### config.mk
export PLATFORM = sky130hd
export DESIGN_NAME = railway_crossing_ctrl_v2
export DESIGN_NICKNAME = d
export VERILOG_FILES = /design/src/rtl/railway_crossing_ctrl_v2.sv
export SDC_FILE = /design/constraint.sdc
export NUM_CORES = 1
export LEC_CHECK = 0
export CAP_MARGIN = 20
export CORE_MARGIN = 4
export CORE_UTILIZATION = 45
export CTS_BUF_LIST = sky130_fd_sc_hd__clkbuf_4 sky130_fd_sc_hd__clkbuf_8
export CTS_CLUSTER_DIAMETER = 100
export DETAILED_ROUTE_END_ITERATION = 12
export SETUP_SLACK_MARGIN = 0.05
export SLEW_MARGIN = 20
export SYNTH_ARGS = -nofsm -noshare
export SYNTH_HDL_FRONTEND = slang
export SYNTH_SLANG_ARGS = --single-unit
### constraint.sdc
create_clock -name clk -period 4.2 [get_ports clk]
set_input_delay 0.63 -clock clk [delete_from_list [all_inputs] [get_ports clk]]
set_output_delay 0.63 -clock clk [all_outputs]
set_load 0.02 [all_outputs]
### src/rtl/railway_crossing_ctrl_v2.sv
// Multi-crossing level-crossing controller: one FSM per crossing with occupancy counting,
// barrier feedback timeout and sensor fail-safe. Define BARRIER_FB_CHECK_EN to use barrier feedback.
module railway_crossing_ctrl_v2 #(
  parameter int unsigned NUM_CROSSINGS   = 4,
  parameter int unsigned CNT_W           = 16,
  parameter int unsigned OCC_W           = 3,
  parameter int unsigned WARN_CYCLES     = 50,
  parameter int unsigned TICK_CYCLES     = 16,
  parameter int unsigned COUNTDOWN_TICKS = 10,
  parameter int unsigned LOWER_CYCLES    = 20,
  parameter int unsigned BARRIER_TIMEOUT = 64,
  parameter int unsigned CLEAR_HOLD      = 8,
  parameter int unsigned BLINK_BIT       = 3
) (
  input  logic                             clk,
  input  logic                             rst_n,
  input  logic [NUM_CROSSINGS-1:0]         train_detected,
  input  logic [NUM_CROSSINGS-1:0]         train_exited,
  input  logic                             emergency_global,
  input  logic [1:0]                       weather_mode,
  input  logic [NUM_CROSSINGS-1:0]         sensor_health,
  input  logic [NUM_CROSSINGS-1:0]         barrier_down_fb,
  input  logic [NUM_CROSSINGS-1:0]         maint_req,
  output logic [NUM_CROSSINGS-1:0]         barrier_down,
  output logic [NUM_CROSSINGS-1:0]         red_light,
  output logic [NUM_CROSSINGS-1:0]         yellow_light,
  output logic [NUM_CROSSINGS-1:0]         alarm_sound,
  output logic [3*NUM_CROSSINGS-1:0]       crossing_states,
  output logic [OCC_W*NUM_CROSSINGS-1:0]   occupancy,
  output logic [NUM_CROSSINGS-1:0]         barrier_faults,
  output logic [NUM_CROSSINGS-1:0]         sensor_faults
);

  typedef enum logic [2:0] {
    StIdle      = 3'd0,
    StWarning   = 3'd1,
    StCountdown = 3'd2,
    StLowering  = 3'd3,
    StTrainPass = 3'd4,
    StClearing  = 3'd5,
    StEmergency = 3'd6,
    StFault     = 3'd7
  } state_e;

  localparam int unsigned TickW = $clog2(TICK_CYCLES + 1);
  localparam int unsigned CdW   = $clog2(COUNTDOWN_TICKS + 1);
  localparam int unsigned ExtW  = CNT_W + 3;

  localparam logic [OCC_W-1:0] OccMax = '1;
  localparam logic [CNT_W-1:0] CntMax = '1;

  logic [NUM_CROSSINGS-1:0] det_q, exit_q, det_rise, exit_rise;
  logic [ExtW-1:0]          warn_thr;

  always_ff @(posedge clk or negedge rst_n) begin
    if (!rst_n) begin
      det_q  <= '0;
      exit_q <= '0;
    end else begin
      det_q  <= train_detected;
      exit_q <= train_exited;
    end
  end

  assign det_rise  = train_detected & ~det_q;
  assign exit_rise = train_exited & ~exit_q;
  assign warn_thr  = ExtW'(WARN_CYCLES) << weather_mode;

`ifndef BARRIER_FB_CHECK_EN
  logic unused_fb;
  assign unused_fb = ^barrier_down_fb;
`endif

  for (genvar j = 0; j < NUM_CROSSINGS; j++) begin : gen_xing
    state_e           state_q, state_d;
    logic [CNT_W-1:0] dwell_q;
    logic [ExtW-1:0]  dwell_p1;
    logic [TickW-1:0] tick_q;
    logic [CdW-1:0]   cd_q;
    logic [OCC_W-1:0] occ_q, occ_d;
    logic             sfault_q, sens_trip, fault_clr, tick_wrap;
    logic             bar_o, red_o, yel_o, alm_o, blink;

    // Cycles spent in the current state including this one.
    assign dwell_p1  = {3'b000, dwell_q} + ExtW'(1);
    assign tick_wrap = (tick_q == TickW'(TICK_CYCLES - 1));
    assign sens_trip = !emergency_global && !sensor_health[j] &&
                       (state_q != StEmergency) && (state_q != StFault);
    assign fault_clr = (state_q == StFault) && (state_d == StIdle);

    always_comb begin
      occ_d = occ_q;
      if (det_rise[j] && !exit_rise[j]) begin
        if (occ_q != OccMax) occ_d = occ_q + OCC_W'(1);
      end else if (exit_rise[j] && !det_rise[j]) begin
        if (occ_q != '0) occ_d = occ_q - OCC_W'(1);
      end
    end

    always_comb begin
      state_d = state_q;
      if (emergency_global) begin
        state_d = StEmergency;
      end else if (sens_trip) begin
        state_d = StFault;
      end else begin
        unique case (state_q)
          StIdle: if (occ_q != '0 || det_rise[j]) state_d = StWarning;
          StWarning: if (dwell_p1 >= warn_thr) state_d = StCountdown;
          StCountdown: if (cd_q == '0 || (tick_wrap && cd_q == CdW'(1))) state_d = StLowering;
          StLowering: begin
`ifdef BARRIER_FB_CHECK_EN
            if (barrier_down_fb[j] && dwell_p1 >= ExtW'(LOWER_CYCLES)) state_d = StTrainPass;
            else if (dwell_p1 >= ExtW'(BARRIER_TIMEOUT)) state_d = StFault;
`else
            if (dwell_p1 >= ExtW'(LOWER_CYCLES)) state_d = StTrainPass;
`endif
          end
          StTrainPass: if (occ_q == '0) state_d = StClearing;
          StClearing: begin
            if (det_rise[j] || occ_q != '0) state_d = StTrainPass;
            else if (dwell_p1 >= ExtW'(CLEAR_HOLD)) state_d = StIdle;
          end
          StEmergency: state_d = (occ_q != '0) ? StLowering : StIdle;
          StFault: if (maint_req[j] && sensor_health[j] && occ_q == '0) state_d = StIdle;
        endcase
      end
    end

    always_ff @(posedge clk or negedge rst_n) begin
      if (!rst_n) begin
        state_q  <= StIdle;
        dwell_q  <= '0;
        tick_q   <= '0;
        cd_q     <= '0;
        occ_q    <= '0;
        sfault_q <= 1'b0;
      end else begin
        state_q <= state_d;
        occ_q   <= occ_d;
        if (state_d != state_q) dwell_q <= '0;
        else if (dwell_q != CntMax) dwell_q <= dwell_q + CNT_W'(1);
        if (state_d == StCountdown && state_q != StCountdown) begin
          cd_q   <= CdW'(COUNTDOWN_TICKS);
          tick_q <= '0;
        end else if (state_q == StCountdown) begin
          if (tick_wrap) begin
            tick_q <= '0;
            if (cd_q != '0) cd_q <= cd_q - CdW'(1);
          end else begin
            tick_q <= tick_q + TickW'(1);
          end
        end
        if (fault_clr) sfault_q <= 1'b0;
        else if (sens_trip) sfault_q <= 1'b1;
      end
    end

`ifdef BARRIER_FB_CHECK_EN
    logic bfault_q;
    always_ff @(posedge clk or negedge rst_n) begin
      if (!rst_n) begin
        bfault_q <= 1'b0;
      end else if (fault_clr) begin
        bfault_q <= 1'b0;
      end else if (state_q == StLowering && state_d == StFault && !sens_trip) begin
        bfault_q <= 1'b1;
      end
    end
    assign barrier_faults[j] = bfault_q;
`else
    assign barrier_faults[j] = 1'b0;
`endif

    assign blink = dwell_q[BLINK_BIT];

    always_comb begin
      bar_o = 1'b0;
      red_o = 1'b0;
      yel_o = 1'b0;
      alm_o = 1'b0;
      unique case (state_q)
        StIdle: ;
        StWarning: begin
          yel_o = 1'b1;
          alm_o = blink;
        end
        StCountdown: begin
          red_o = 1'b1;
          alm_o = blink;
        end
        StLowering: begin
          bar_o = 1'b1;
          red_o = 1'b1;
          alm_o = 1'b1;
        end
        StTrainPass, StClearing: begin
          bar_o = 1'b1;
          red_o = 1'b1;
        end
        StEmergency: begin
          red_o = 1'b1;
          yel_o = blink;
          alm_o = 1'b1;
        end
        StFault: begin
          bar_o = 1'b1;
          red_o = 1'b1;
          yel_o = blink;
          alm_o = 1'b1;
        end
      endcase
    end

    assign barrier_down[j]                   = bar_o;
    assign red_light[j]                      = red_o;
    assign yellow_light[j]                   = yel_o;
    assign alarm_sound[j]                    = alm_o;
    assign crossing_states[3*j +: 3]         = state_q;
    assign occupancy[OCC_W*j +: OCC_W]       = occ_q;
    assign sensor_faults[j]                  = sfault_q;
  end

endmodule

Word-level counts from Yosys, hierarchy flattened

Index checks and enable logic that the tools add are counted.
Widths: inputs -> output; s select.

Register bits after elaboration: 136
Input port bits: 25
Logic and storage cells: 400

Add/subtract/negate cells: 24
$lt $le $gt $ge: 12
Equality and inequality tests: 68
Shift-type cells: 1
Mux-type cells: 124
Bitwise operators: 4
Reductions and logical operators: 141

Operators by type and width:

| cell                  | number |
|---|---|
| $mux 3                | 56 |
| $mux 16               | 8 |
| $pmux 3 s8            | 4 |
| $ge 17x19->1          | 4 |
| $add 16x1->17 const B | 4 |
| $ge 17x4->1 const B   | 4 |
| $ge 17x5->1 const B   | 4 |
| $add 16x1->16 const B | 4 |
| $mux 4                | 16 |
| $ne 16x16->1 const B  | 4 |
| $mux 5                | 12 |
| $reduce_bool 2->1     | 28 |
| $eq 3x3->1 const B    | 16 |
| $logic_and 1x1->1     | 40 |
| $eq 3x2->1 const B    | 12 |
| $logic_not 3->1       | 12 |
| $ne 3x3->1 const B    | 12 |
| $reduce_and 3->1      | 8 |
| $reduce_or 6->1       | 4 |
| $add 5x1->5 const B   | 4 |
| $eq 5x4->1 const B    | 4 |
| $shl 6x2->19 const A  | 1 |
| $eq 4x1->1 const B    | 4 |
| $logic_not 4->1       | 4 |
| 19 further kinds      | 105 |

Depth between registers and ports, before layout

Gate-level depths: netlist of the first run.

Depth after elaboration: 11
Depth in mapped cells: 15

Worst setup path after synthesis of the first run

No wires, ideal clock.

Kind: reg2reg
From: register gen_xing[0].dwell_q[0]
To: register gen_xing[0].dwell_q[2]
Library setup time: 80 ps
Arrival time: 3251 ps
Required time: 4120 ps
Path slack: 869 ps
Stages on the path, launching flop included: 14
Buffers on the path: 1
Period minus slack after synthesis: 3331 ps
Path through: dfrtp_1 ha_1 nand3_1 xnor2_1 ha_1 a21oi_1 o21ai_0 a41oi_1 maj3_1 a41oi_1 a311o_2 a211oi_4 buf_4 nor3b_2

Word-level cells in the longest chain between the ends: 9

RTL lines:

| what                                                | line | text |
|---|---|---|
| from (decl)                                         | 76   | `logic [CNT_W-1:0] dwell_q;` |
| from (signal assigned)                              | 142  | `else if (dwell_q != CntMax) dwell_q <= dwell_q + CNT_W'(1);` |
| $add 16x1->17 *                                     | 85   | `assign dwell_p1 = {3'b000, dwell_q} + ExtW'(1);` |
| $ge 17x4->1                                         | 122  | `else if (dwell_p1 >= ExtW'(CLEAR_HOLD)) state_d = StIdle;` |
| $mux 3                                              | 122  |  |
| $mux 3                                              | 121  | `if (det_rise[j] \|\| occ_q != '0) state_d = StTrainPass;` |
| $pmux 3 s8 *                                        | 107  | `unique case (state_q)` |
| $mux 3 *                                            | 104  | `end else if (sens_trip) begin` |
| $mux 3 *                                            | 102  | `if (emergency_global) begin` |
| via gen_xing[0].state_d[1]                          | 75   | `state_e state_q, state_d;` |
| $ne 3x3->1 *                                        | 141  | `if (state_d != state_q) dwell_q <= '0;` |
| $mux 16 / $reduce_bool 2->1 (equally long branches) | n/a  |  |

Mark *: on every way through the listed nets, which the timed path passes. The rest lies on a longest branch. The select of a mux whose other input is x is not followed.
A chain may end at the register's enable or synchronous reset.

Worst setup path after layout of the first run

From: register gen_xing[3].dwell_q[0]
To: register gen_xing[3].dwell_q[5]

Word-level cells in the longest chain between the ends: 9

RTL lines:

| what                                                | line |
|---|---|
| from (decl)                                         | 76 |
| from (signal assigned)                              | 142 |
| $add 16x1->17                                       | 85 |
| $ge 17x4->1                                         | 122 |
| $mux 3                                              | 122 |
| $mux 3                                              | 121 |
| $pmux 3 s8                                          | 107 |
| $mux 3                                              | 104 |
| $mux 3                                              | 102 |
| $ne 3x3->1                                          | 141 |
| $mux 16 / $reduce_bool 2->1 (equally long branches) | n/a |

Several ways; a longest one is shown, not always the timed one. The select of a mux whose other input is x is not followed.

==> results of run 1 <==
repair_timing:
item / CTS / global route
hold endpoints to repair: 0 / 0
endpoints found under the setup margin: 0 / 2
hold buffers: 0 / 0
resized for setup: 0 / 2
sequential cells by signal (all words and copies together), names as in the netlist:
register / cells
det_q: 4
exit_q: 4
gen_xing.cd_q: 16
gen_xing.dwell_q: 64
gen_xing.occ_q: 12
gen_xing.sfault_q: 4
gen_xing.state_q: 12
gen_xing.tick_q: 20
power breakdown:
group | internal [mW] | switching [mW]
Combinational | 1.27 | 1.72
Sequential | 1.55 | 0.452
Clock | 0.599 | 0.569
Total | 3.42 | 2.74
synthesized netlist by cell type (14+ instances only):
cell type    n
dfrtp_1    136
clkbuf_1    34
nand2_1     99
nor3_1      43
nand4_1     17
o21ai_0     64
nor4_1      28
and3_1      16
nand2b_1    22
a31oi_1     17
ha_1        63
a21oi_1     68
xnor2_1     36
nand3_1     68
inv_1       58
buf_2       14
buf_4       27
mux2i_1     15
nor2_1     109
xor2_1      21
or3_1       15
through the flow:
stage               instance area (µm²)  instances
floorplan                         10420       1220
global placement                  11150       1511
detailed placement                11150       1511
CTS                               11560       1543
global route                      11560       1543
finish                            11560       1543
layout make-up:
| cell class | count | area share, % |
|---|---|---|
| Clock buffer | 18 | 2.089 |
| Clock inverter | 14 | 1.472 |
| Inverter | 60 | 1.948 |
| Multi-Input combinational cell | 943 | 54.92 |
| Sequential cell | 136 | 29.44 |
| Tap cell | 285 | 3.084 |
| Timing Repair Buffer | 87 | 7.045 |
worst register-to-register path, cell delays in order, from the launching register on:
cell	delay [ns]
dfrtp_1	0.43
ha_1	0.31
and4_1	0.36
nand2_1	0.10
xor2_1	0.22
inv_1	0.07
ha_1	0.19
a2111oi_0	0.42
o31ai_1	0.19
o31a_1	0.28
a211oi_2	0.28
a21oi_2	0.24
a2111oi_1	0.47
worst paths after layout:
| check | startpoint | to | slack [ns] | cells after the start |
|---|---|---|---|---|
| hold / removal | rst_n | gen_xing[0].cd_q[2]$_DFFE_PN0P_ | 0.26 | 1 |
| setup / recovery | gen_xing[3].dwell_q[0]$_DFFE_PN0P_ | gen_xing[3].dwell_q[5]$_DFFE_PN0P_ | 0.51 | 12 |
| setup reg to reg | gen_xing[3].dwell_q[0]$_DFFE_PN0P_ | gen_xing[3].dwell_q[5]$_DFFE_PN0P_ | 0.51 | 12 |
| max in group asynchronous | rst_n | gen_xing[3].dwell_q[6]$_DFFE_PN0P_ | 3.03 | 2 |
| hold reg to reg | gen_xing[0].sfault_q$_DFFE_PN0P_ | gen_xing[0].sfault_q$_DFFE_PN0P_ | 0.51 | 1 |
| min in group clk | gen_xing[0].sfault_q$_DFFE_PN0P_ | gen_xing[0].sfault_q$_DFFE_PN0P_ | 0.51 | 1 |
logic make-up after synthesis:
logic type | count (synthesis) | share of synthesized area [%]
compound gates | 289 | 19.11
buf+inv | 141 | 6.469
flops | 136 | 32.70
fa+ha+maj | 68 | 8.441
other cells | 1 | 0.03604
mux | 19 | 1.876
xor+xnor | 57 | 4.797
simple gates | 506 | 26.57
metal layers:
metal	track usage, %	part of all wire, %
met1	26.02	48
met2	31.14	47
met3	3.871	3.4
met4	4.028	0.74
met5	0	0
==> key figures, run 1 <==
Place
  – Post-place setup slack: -0.03278 ns
  – Detail Placement HPWL: 17110 µm
  – Weighted congestion reported at the end of routability-driven placement: 0.8135
  – IO buf count: 64

STA
  – Period Utilization, post-route: 87.83%
  – Setup repair after global routing missed its margin: no
  – Count of final setup violators: 0
  – Post-route clock skew: approximately 0.018 ns
  – Final-report hold violation count: 0
  – Fin. max-slew vios: 0
  – Worst hold-check slack: approximately 0.26 ns
  – Worst Setup Slack, final: 0.5112 ns
  – Final setup TNS: 0 ns
  – Fmax: 0.2711 GHz
  – Relative slew margins: 39.33%
  – Transition time of the tightest slew-check pin: 0.9100 ns
  – Time the worst path needs with I/O delays and setup: 3.689 ns

GRT
  – Wire length of the first global-routing pass: 41300 µm
  – Maximum number of pins on one net before global-route repair: 93
  – Total Routing Usage GR: 18.95%
  – Via count of the first global-routing pass: 8460
  – Global route overflow: 0
  – Antenna violations before repair: 0

Cells and area
  – Most common cell after layout, fill and taps aside: dfrtp_1
  – Nets: about 1300
  – Layout cells sized above 1: 8.824%
  – ANT cells: 0
  – Synthesis-to-layout area growth: 11.10%
  – Fill cell instance count of the final layout: between 2000 and 2500
  – Core Util, Final: between 50% and 60%
  – Sequential Area: 3403 µm²
  – Area used by multi-input combinational logic: about 6300 µm²
  – Commonest non-fill, non-tap cells in the layout: 136 x dfrtp_1, 109 x nor2_1, 99 x nand2_1

Route
  – Post-detailed-routing wire length: 23950 µm
  – DRT antenna net count: 0
  – Post-detailed-route DRC marker count: 0
  – Ratio of routed vias to standard cells: 5.752
  – DRC violation total after the first TritonRoute iteration: 460
  – Total iterations of the first detailed-routing run: 4
  – Routed wire length per instance: 15.52 µm
  – Detailed-route via count: 8875

Clock tree
  – Post-CTS repair timing setup buffer count: 0
  – Count of H-tree levels built during CTS: 4
  – CTS tree: done
  – Clock sinks: 136
  – Clock Pin Slew Worst Setup and Hold Paths: 0.09 ns
  – Clk Latency, worst-skew pair: roughly 0.46 ns
  – Maximum root-to-sink buffer count: 2
  – Number of buffers added by the clock tree synthesis step: 17
  – CTS root buffer: clkbuf_8

Setup path
  – Crit-path most repeated cell: ha_1
  – Critical Path Source Type: flop
  – Worst path slowest cell: a2111oi_1
  – Crit path max fanout: 16
  – Kind of critical path: reg2reg
  – Data arrival, critical path: 4.00 ns
  – Worst path top cell family by delay: compound AO/OA/AOI/OAI gates
  – CP required: 4.51 ns
  – Setup crit end kind: flop
  – Maximum cell stage delay along the critical path: around 0.46 ns
  – Critical Path, Cell by Cell: ha_1 > and4_1 > nand2_1 > xor2_1 > inv_1 > ha_1 > a2111oi_0 > o31ai_1 > o31a_1 > a211oi_2 > a21oi_2 > a2111oi_1
  – Buffers and inverters on the worst path: 1

Synthesis
  – Count of flip-flops with a built-in enable after synthesis: 0
  – Syn avg cell area: 8.551 µm²
  – Area leader, netlist: dfrtp_1
  – Number of synthesized register bits: 136
  – Share of synthesized flip-flops with an asynchronous set or reset: 100.0%
  – Post-Synthesis Cell Area: roughly 10000 µm²
  – Leading register cell type out of synthesis: dfrtp_1
  – Fraction of post-synthesis cell area in the top cell type by area: 32.70%
  – Register area share after synthesis: 32.70%
  – Largest cells by area after synthesis: dfrtp_1 33%, ha_1 7.6%, nor2_1 3.9%
  – Post-Synthesis Cells: around 1200
  – Yosys warning count: 0
  – Yosys cell types: 97

Pwr
  – Static Leak: 4.980 nW
  – Peak ir drop on the vdd network: between 0.0003 and 0.0004 V
  – Power density normalized to cell area: roughly 530 nW/µm²
  – Sum of internal, switching and leakage power: 6.154 mW

Die
  – Core Area: 22710 µm²
  – Rows: 55
  – Top-level I/O count: 73
  – Die span in x: 160.1 µm
  – Die Ht: 160.1 µm
  – Starting density of the core: 45.82%
  – Die area: 25620 µm²

Min path
  – Type of the tightest min-delay check: in2async

Run status
  – Result of the run: finished, final reports clean

Run
  – Maximum Capacitance Violations: 0
Power figures use the tool's default switching activity.
==> run 2, diff against run 1 <==
- PLACE_DENSITY: unset -> 0.69
- clock period: 4.2 -> 4 ns (I/O delays scaled with it)
==> run 2 against run 1 <==
Design area up 0.57%. Critical path depth up 2. Power increased by 7.1%. Global-route usage is 0.33 points lower. Flip-flop and latch count did not move. Clock skew is 0.0036 ns lower. Sequential power increased by 4%. Wire length shrank 1.1%. Worst hold slack worse by 0.083 ns. Critical path type unchanged. Largest cell class unchanged.
==> key figures, run 2 (synthesis gave the netlist of run 1 again) <==
Clock tree
  – Post-CTS repair timing setup buffer count: 0 (unchanged)
  – Count of H-tree levels built during CTS: 4 (unchanged)
  – Clk Latency, worst-skew pair: 0.47 ns (about the same)
  – Clock sinks: 136 (unchanged)
  – CTS root buffer: clkbuf_8
  – Maximum root-to-sink buffer count: 2 (unchanged)
  – Post_cts resized: 0 (unchanged)
  – CTS tree: done
  – Post-CTS Hold Fix Bufs: 0 (unchanged)
  – Number of buffers added by the clock tree synthesis step: 17 (unchanged)
  – Clock Pin Slew Worst Setup and Hold Paths: 0.08 ns (about the same)

Setup path
  – Worst path top cell family by delay: compound AO/OA/AOI/OAI gates
  – Setup crit end kind: flop
  – CP required: 4.38 ns (-0.13 ns)
  – Buffers and inverters on the worst path: 2 (+1)
  – Critical Path Source Type: flop
  – Worst path slowest cell: dfrtp_1
  – Kind of critical path: reg2reg
  – Maximum cell stage delay along the critical path: 0.50 ns (+0.04 ns)
  – Data arrival, critical path: 4.02 ns (+0.02 ns)
  – Crit path max fanout: 11 (-5)
  – Critical Path, Cell by Cell: ha_1 > nand3_1 > xnor2_1 > ha_1 > a21oi_1 > o21ai_0 > a41oi_1 > buf_4 > maj3_1 > a41oi_1 > a311o_2 > a211oi_4 > buf_4 > nor3b_2

Route
  – Routed wire length per instance: 15.34 µm (-1.1%)
  – Post-detailed-route DRC marker count: 0 (unchanged)
  – Ratio of routed vias to standard cells: 5.882 (+2.3%)
  – Detailed-route via count: 9076 (+2.3%)
  – Post-detailed-routing wire length: 23670 µm (-1.1%)
  – Total iterations of the first detailed-routing run: 5 (+1)
  – DRC violation total after the first TritonRoute iteration: 595 (+29%)
  – DRT antenna net count: 0 (unchanged)

STA
  – Fin. max-slew vios: 0 (unchanged)
  – Setup repair after global routing missed its margin: no
  – Post-route clock skew: 0.01434 ns (-0.003578 ns)
  – Worst hold-check slack: 0.1760 ns (-0.08332 ns)
  – Final-report hold violation count: 0 (unchanged)
  – Count of final setup violators: 0 (unchanged)
  – Transition time of the tightest slew-check pin: 1.004 ns (+0.09377 ns)
  – Period Utilization, post-route: 90.84% (+3.0 points)
  – Time the worst path needs with I/O delays and setup: 3.634 ns (-0.05529 ns)
  – Relative slew margins: 33.08% (-6.3 points)
  – Final setup TNS: 0 ns (unchanged)
  – Fmax: 0.2752 GHz (+1.5%)

Cells and area
  – Most flops, register: gen_xing.dwell_q
  – Layout cells sized above 1: 9.062% (+0.24 points)
  – Top Registers: gen_xing.dwell_q: 64 flops, gen_xing.tick_q: 20 flops, gen_xing.cd_q: 16 flops
  – Synthesis-to-layout area growth: 11.73%
  – ANT cells: 0 (unchanged)
  – Most common cell after layout, fill and taps aside: dfrtp_1
  – Nets: 1337 (unchanged)
  – Max reg flops: 64 (unchanged)
  – Commonest non-fill, non-tap cells in the layout: 135 x dfrtp_1, 109 x nor2_1, 99 x nand2_1

GRT
  – Most used routing layer in global routing: met2
  – Via count of the first global-routing pass: 8513 (+0.63%)
  – Total Routing Usage GR: 18.62% (-0.33 points)
  – Global-route track usage on met1: 25.68% (-0.33 points)
  – Maximum number of pins on one net before global-route repair: 97 (+4.3%)
  – Global route overflow: 0 (unchanged)
  – Antenna violations before repair: 0 (unchanged)
  – Global routing usage on met3: 3.226% (-0.65 points)
  – Met2 Usage GRT: 30.25% (-0.89 points)
  – Wire length of the first global-routing pass: 40870 µm (-1.1%)

Die
  – Starting density of the core: 45.82% (unchanged)
  – Die span in x: 160.1 µm (unchanged)
  – Rows: 55 (unchanged)
  – Core Area: 22710 µm² (unchanged)
  – Top-level I/O count: 73 (unchanged)
  – Die Ht: 160.1 µm (unchanged)
  – Die area: 25620 µm² (unchanged)

Pwr
  – Power density normalized to cell area: 566.7 nW/µm² (+6.5%)
  – Peak ir drop on the vdd network: 0.0003908 V (+9.2%)
  – Static Leak: 4.988 nW (+0.18%)

Run
  – Maximum Capacitance Violations: 0 (unchanged)

Place
  – Weighted congestion reported at the end of routability-driven placement: 0.8518 (+4.7%)
  – Detail Placement HPWL: 16850 µm (-1.5%)
  – IO buf count: 64 (unchanged)

Min path
  – Type of the tightest min-delay check: in2async

Run status
  – Result of the run: finished, final reports clean
==> run 2: cell count changes in the layout (fill, tap and decap cells not counted), moves of 2 or more <==
cell,before,now
clkinv_2,4,1
a2111oi_0,9,7
clkinvlp_4,1,3
a2111oi_1,2,4
==> run 2: metrics by stage <==
step / setup slack, ns / power [mW] / instances / cell area (µm²) / utilization (%)
after global routing: 0.03746 / 7.096 / 1543 / 11630 / 51.20
after global placement: 0.08310 / 5.212 / 1511 / 11160 / 49.14
after floorplan: 0.6692 / 4.332 / 1220 / 10420 / -
final: 0.3664 / 6.590 / 1543 / 11630 / 51.20
after detailed placement: -0.08325 / 5.272 / 1511 / 11160 / 49.14
after CTS: 0.2127 / 6.615 / 1543 / 11610 / 51.11
==> run 2: final timing paths <==
kind | start | end | slack, ns | depth (start not counted)
max in group asynchronous | rst_n | gen_xing[3].dwell_q[3]$_DFFE_PN0P_ | 3.03 | 1
worst min register to register | gen_xing[0].sfault_q$_DFFE_PN0P_ | gen_xing[0].sfault_q$_DFFE_PN0P_ | 0.52 | 1
worst max-delay path | gen_xing[0].dwell_q[0]$_DFFE_PN0P_ | gen_xing[0].dwell_q[4]$_DFFE_PN0P_ | 0.37 | 14
min in group clk | gen_xing[0].sfault_q$_DFFE_PN0P_ | gen_xing[0].sfault_q$_DFFE_PN0P_ | 0.52 | 1
worst max register to register | gen_xing[0].dwell_q[0]$_DFFE_PN0P_ | gen_xing[0].dwell_q[4]$_DFFE_PN0P_ | 0.37 | 14
worst min-delay path | rst_n | gen_xing[0].state_q[1]$_DFF_PN0_ | 0.18 | 1
==> run 2: area by class of cell <==
type	instances	area [µm²]
fill	2118	11080
clock inverter	13	191.4
inverter	60	225.2
multi-input combinational	943	6367
timing repair buffer	87	827.0
sequential	136	3405
tap	285	356.6
clock buffer	19	255.2
==> run 2: metal layers <==
| metal | vias up | share of wire [%] | routed length [µm] |
|---|---|---|---|
| met1 | 4387 | 47 | 11230 |
| li1 | 4483 | - | - |
| met5 | - | 0 | 0 |
| met4 | 0 | 1.5 | 352 |
| met3 | 30 | 3.6 | 862 |
| met2 | 176 | 47 | 11230 |
==> run 2: where the power goes <==
group          internal, mW  switching [mW]
sequential             1.62           0.470
clock                 0.710           0.607
combinational          1.36            1.82
total                  3.69            2.90
==> run 3, diff against run 2 <==
- CORE_MARGIN: 4 -> 3
- SLEW_MARGIN: 20 -> 10
==> run 3 against run 2 <==
Combinational power up 2%. Via count down 1.2%. Critical path depth unchanged. First-iteration DRC count up 7.2%. Final cell count about the same. Worst hold slack worse by 0.022 ns. Highest routed layer unchanged. Fmax up 1.1%. Clock power down 12%. Sequential share of layout area about the same. Power down 1.6%. Critical path type unchanged. Critical endpoint unchanged. Global-route usage up 0.87 points.
==> key figures, run 3 (synthesis gave the netlist of run 1 again) <==
Min path
  – Type of the tightest min-delay check: in2async

Die
  – Rows: 55 (unchanged)
  – Die area: 24990 µm² (-2.5%)
  – Top-level I/O count: 73 (unchanged)
  – Core Area: 22710 µm² (unchanged)
  – Die Ht: 158.1 µm (-1.2%)
  – Die span in x: 158.1 µm (-1.2%)
  – Starting density of the core: 45.82% (unchanged)

Setup path
  – Data arrival, critical path: 3.97 ns (-0.05 ns)
  – Critical path capture point: gen_xing[0].dwell_q[4]$_DFFE_PN0P_
  – Kind of critical path: reg2reg
  – Crit path max fanout: 11 (unchanged)
  – Critical Path Source Type: flop
  – Setup crit end kind: flop
  – Startpoint of the worst setup timing path: gen_xing[0].dwell_q[1]$_DFFE_PN0P_
  – Reg-to-reg slack, setup: 0.40 ns (+0.04 ns)
  – CP required: 4.37 ns (about the same)
  – End of the worst register-to-register path: gen_xing[0].dwell_q[4]$_DFFE_PN0P_
  – Startpoint of the worst-slack reg-to-reg timing path: gen_xing[0].dwell_q[1]$_DFFE_PN0P_
  – Number of cells on the worst reg-to-reg path: 14 (unchanged)

Place
  – Detail Placement HPWL: 16920 µm (+0.42%)
  – Weighted congestion reported at the end of routability-driven placement: 0.8424 (-1.1%)
  – IO buf count: 64 (unchanged)
  – Post-place setup slack: -0.05956 ns (+0.02369 ns)
  – Area post-placement: 11180 µm² (+0.22%)

GRT
  – Total Routing Usage GR: 19.49% (+0.87 points)
  – Global routing usage on met3: 3.116% (-0.11 points)
  – Global-route track usage on met1: 26.77% (+1.1 points)
  – Most used routing layer in global routing: met2
  – Wire length of the first global-routing pass: 40650 µm (-0.52%)
  – Global route overflow: 0 (unchanged)
  – Via count of the first global-routing pass: 8519 (+0.070%)
  – Antenna violations before repair: 0 (unchanged)
  – Met2 Usage GRT: 32.24% (+2.0 points)
  – Maximum number of pins on one net before global-route repair: 78 (-20%)

Clock tree
  – Clock sinks: 136 (unchanged)
  – Maximum root-to-sink buffer count: 2 (unchanged)
  – Number of buffers added by the clock tree synthesis step: 17 (unchanged)
  – Clk Latency, worst-skew pair: 0.46 ns (about the same)
  – Count of H-tree levels built during CTS: 4 (unchanged)
  – Post_cts resized: 0 (unchanged)
  – CTS root buffer: clkbuf_8
  – Clock Pin Slew Worst Setup and Hold Paths: 0.07 ns (about the same)
  – Post-CTS Hold Fix Bufs: 0 (unchanged)
  – Post-CTS repair timing setup buffer count: 0 (unchanged)
  – CTS tree: done

Pwr
  – Power density normalized to cell area: 558.5 nW/µm² (-1.5%)
  – Combinational Power Share: 49.8% (+1.6 points)
  – Proportion of power drawn by the clock network: 17.9% (-2.1 points)
  – Switching Power: 2.878 mW (-0.70%)
  – Static Leak: 4.982 nW (-0.12%)
  – Switching power share of the total: 44.40% (+0.42 points)
  – Sequential fraction of design power: 32.3% (+0.5 points)
  – Internal portion of total power: 3.603 mW (-2.4%)
  – Peak ir drop on the vdd network: 0.0003575 V (-8.5%)

Cells and area
  – Most flops, register: gen_xing.dwell_q
  – Layout cells sized above 1: 8.910% (-0.15 points)
  – Fill cell instance count of the final layout: 2152 (+1.6%)
  – Area of all placed cells without fillers: 11600 µm² (-0.19%)
  – Max reg flops: 64 (unchanged)
  – Commonest non-fill, non-tap cells in the layout: 136 x dfrtp_1, 109 x nor2_1, 99 x nand2_1
  – Most common cell after layout, fill and taps aside: dfrtp_1
  – Synthesis-to-layout area growth: 11.52%
  – Core Util, Final: 51.10% (-0.099 points)
  – ANT cells: 0 (unchanged)
  – Top Registers: gen_xing.dwell_q: 64 flops, gen_xing.tick_q: 20 flops, gen_xing.cd_q: 16 flops
  – Nets: 1337 (unchanged)

STA
  – Fmax: 0.2782 GHz (+1.1%)
  – Worst Setup Slack, final: 0.4049 ns (+0.03849 ns)
  – Final setup TNS: 0 ns (unchanged)
  – Worst hold-check slack: 0.1539 ns (-0.02211 ns)
  – Setup repair after global routing missed its margin: no
  – Final-report hold violation count: 0 (unchanged)
  – Count of final setup violators: 0 (unchanged)
  – Period Utilization, post-route: 89.88% (-0.96 points)
  – Time the worst path needs with I/O delays and setup: 3.595 ns (-0.03849 ns)
  – Fin. max-slew vios: 0 (unchanged)
  – Post-route clock skew: 0.01480 ns (+0.0004577 ns)
  – Relative slew margins: 49.52% (+16 points)
  – Transition time of the tightest slew-check pin: 0.7572 ns (-0.2465 ns)

Route
  – Routed wire length per instance: 15.47 µm (+0.86%)
  – DRC violation total after the first TritonRoute iteration: 638 (+7.2%)
  – Post-detailed-route DRC marker count: 0 (unchanged)
  – Total iterations of the first detailed-routing run: 5 (unchanged)
  – DRT antenna net count: 0 (unchanged)
  – Ratio of routed vias to standard cells: 5.814 (-1.2%)
  – Detailed-route via count: 8965 (-1.2%)
  – Post-detailed-routing wire length: 23860 µm (+0.79%)

Run
  – Maximum Capacitance Violations: 0 (unchanged)

Run status
  – Result of the run: finished, final reports clean
run 3: changes by cell type in the layout (fill, tap and decap cells not counted), sizes merged:
cell	change
inv	-4
clkinv	+4
clkbuf	+1
bufinv	-2
run 3: worst min-delay path by stage:
stage | end | depth (start not counted)
final | gen_xing[0].cd_q[0]$_DFFE_PN0P_ | 1
after global routing | gen_xing[0].cd_q[0]$_DFFE_PN0P_ | 1
after floorplan | det_q[0]$_DFF_PN0_ | 0
after detailed placement | gen_xing[0].sfault_q$_DFFE_PN0P_ | 1
after global placement | gen_xing[0].sfault_q$_DFFE_PN0P_ | 1
after CTS | gen_xing[0].cd_q[0]$_DFFE_PN0P_ | 1
run 3: power groups by stage:
stage          clock network [mW]  logic, mW  registers [mW]
2_1_floorplan                   0       2.32            2.01
3_3_place_gp                    0       3.13            2.10
3_5_place_dp                    0       3.18            2.11
4_1_cts                      1.20       3.21            2.08
5_1_grt                      1.25       3.56            2.16
6_report                     1.16       3.23            2.09
run 3: cell type report:
| class | count | area (µm²) | area share (%) |
|---|---|---|---|
| Inverter | 60 | 225.2 | 1.941 |
| Timing Repair Buffer | 87 | 852.1 | 7.342 |
| Clock inverter | 11 | 123.9 | 1.067 |
| Sequential cell | 136 | 3403 | 29.33 |
| Multi-Input combinational cell | 943 | 6369 | 54.88 |
| Clock buffer | 20 | 275.3 | 2.372 |
| Tap cell | 285 | 356.6 | 3.073 |
run 3: metrics by stage:
step	power (mW)	instances
after floorplan	4.332	1220
after global placement	5.232	1511
after detailed placement	5.293	1511
after CTS	6.494	1542
after global routing	6.973	1542
final	6.481	1542
run 3: layer usage:
metal	wire length [µm]	part of all wire, %
met1	11460	48
met2	11300	47
met3	791	3.3
met4	313	1.3
met5	0	0
run 3: critical path: stages (launching register included):
cell and delay (ns):
dfrtp_1 0.48, ha_1 0.36, nand3_1 0.16, xnor2_1 0.27
ha_1 0.29, a21oi_1 0.14, o21ai_0 0.10, a41oi_1 0.21
buf_4 0.15, maj3_1 0.16, a41oi_1 0.11, a311o_2 0.44
a211oi_4 0.26, buf_4 0.21, nor3b_2 0.17
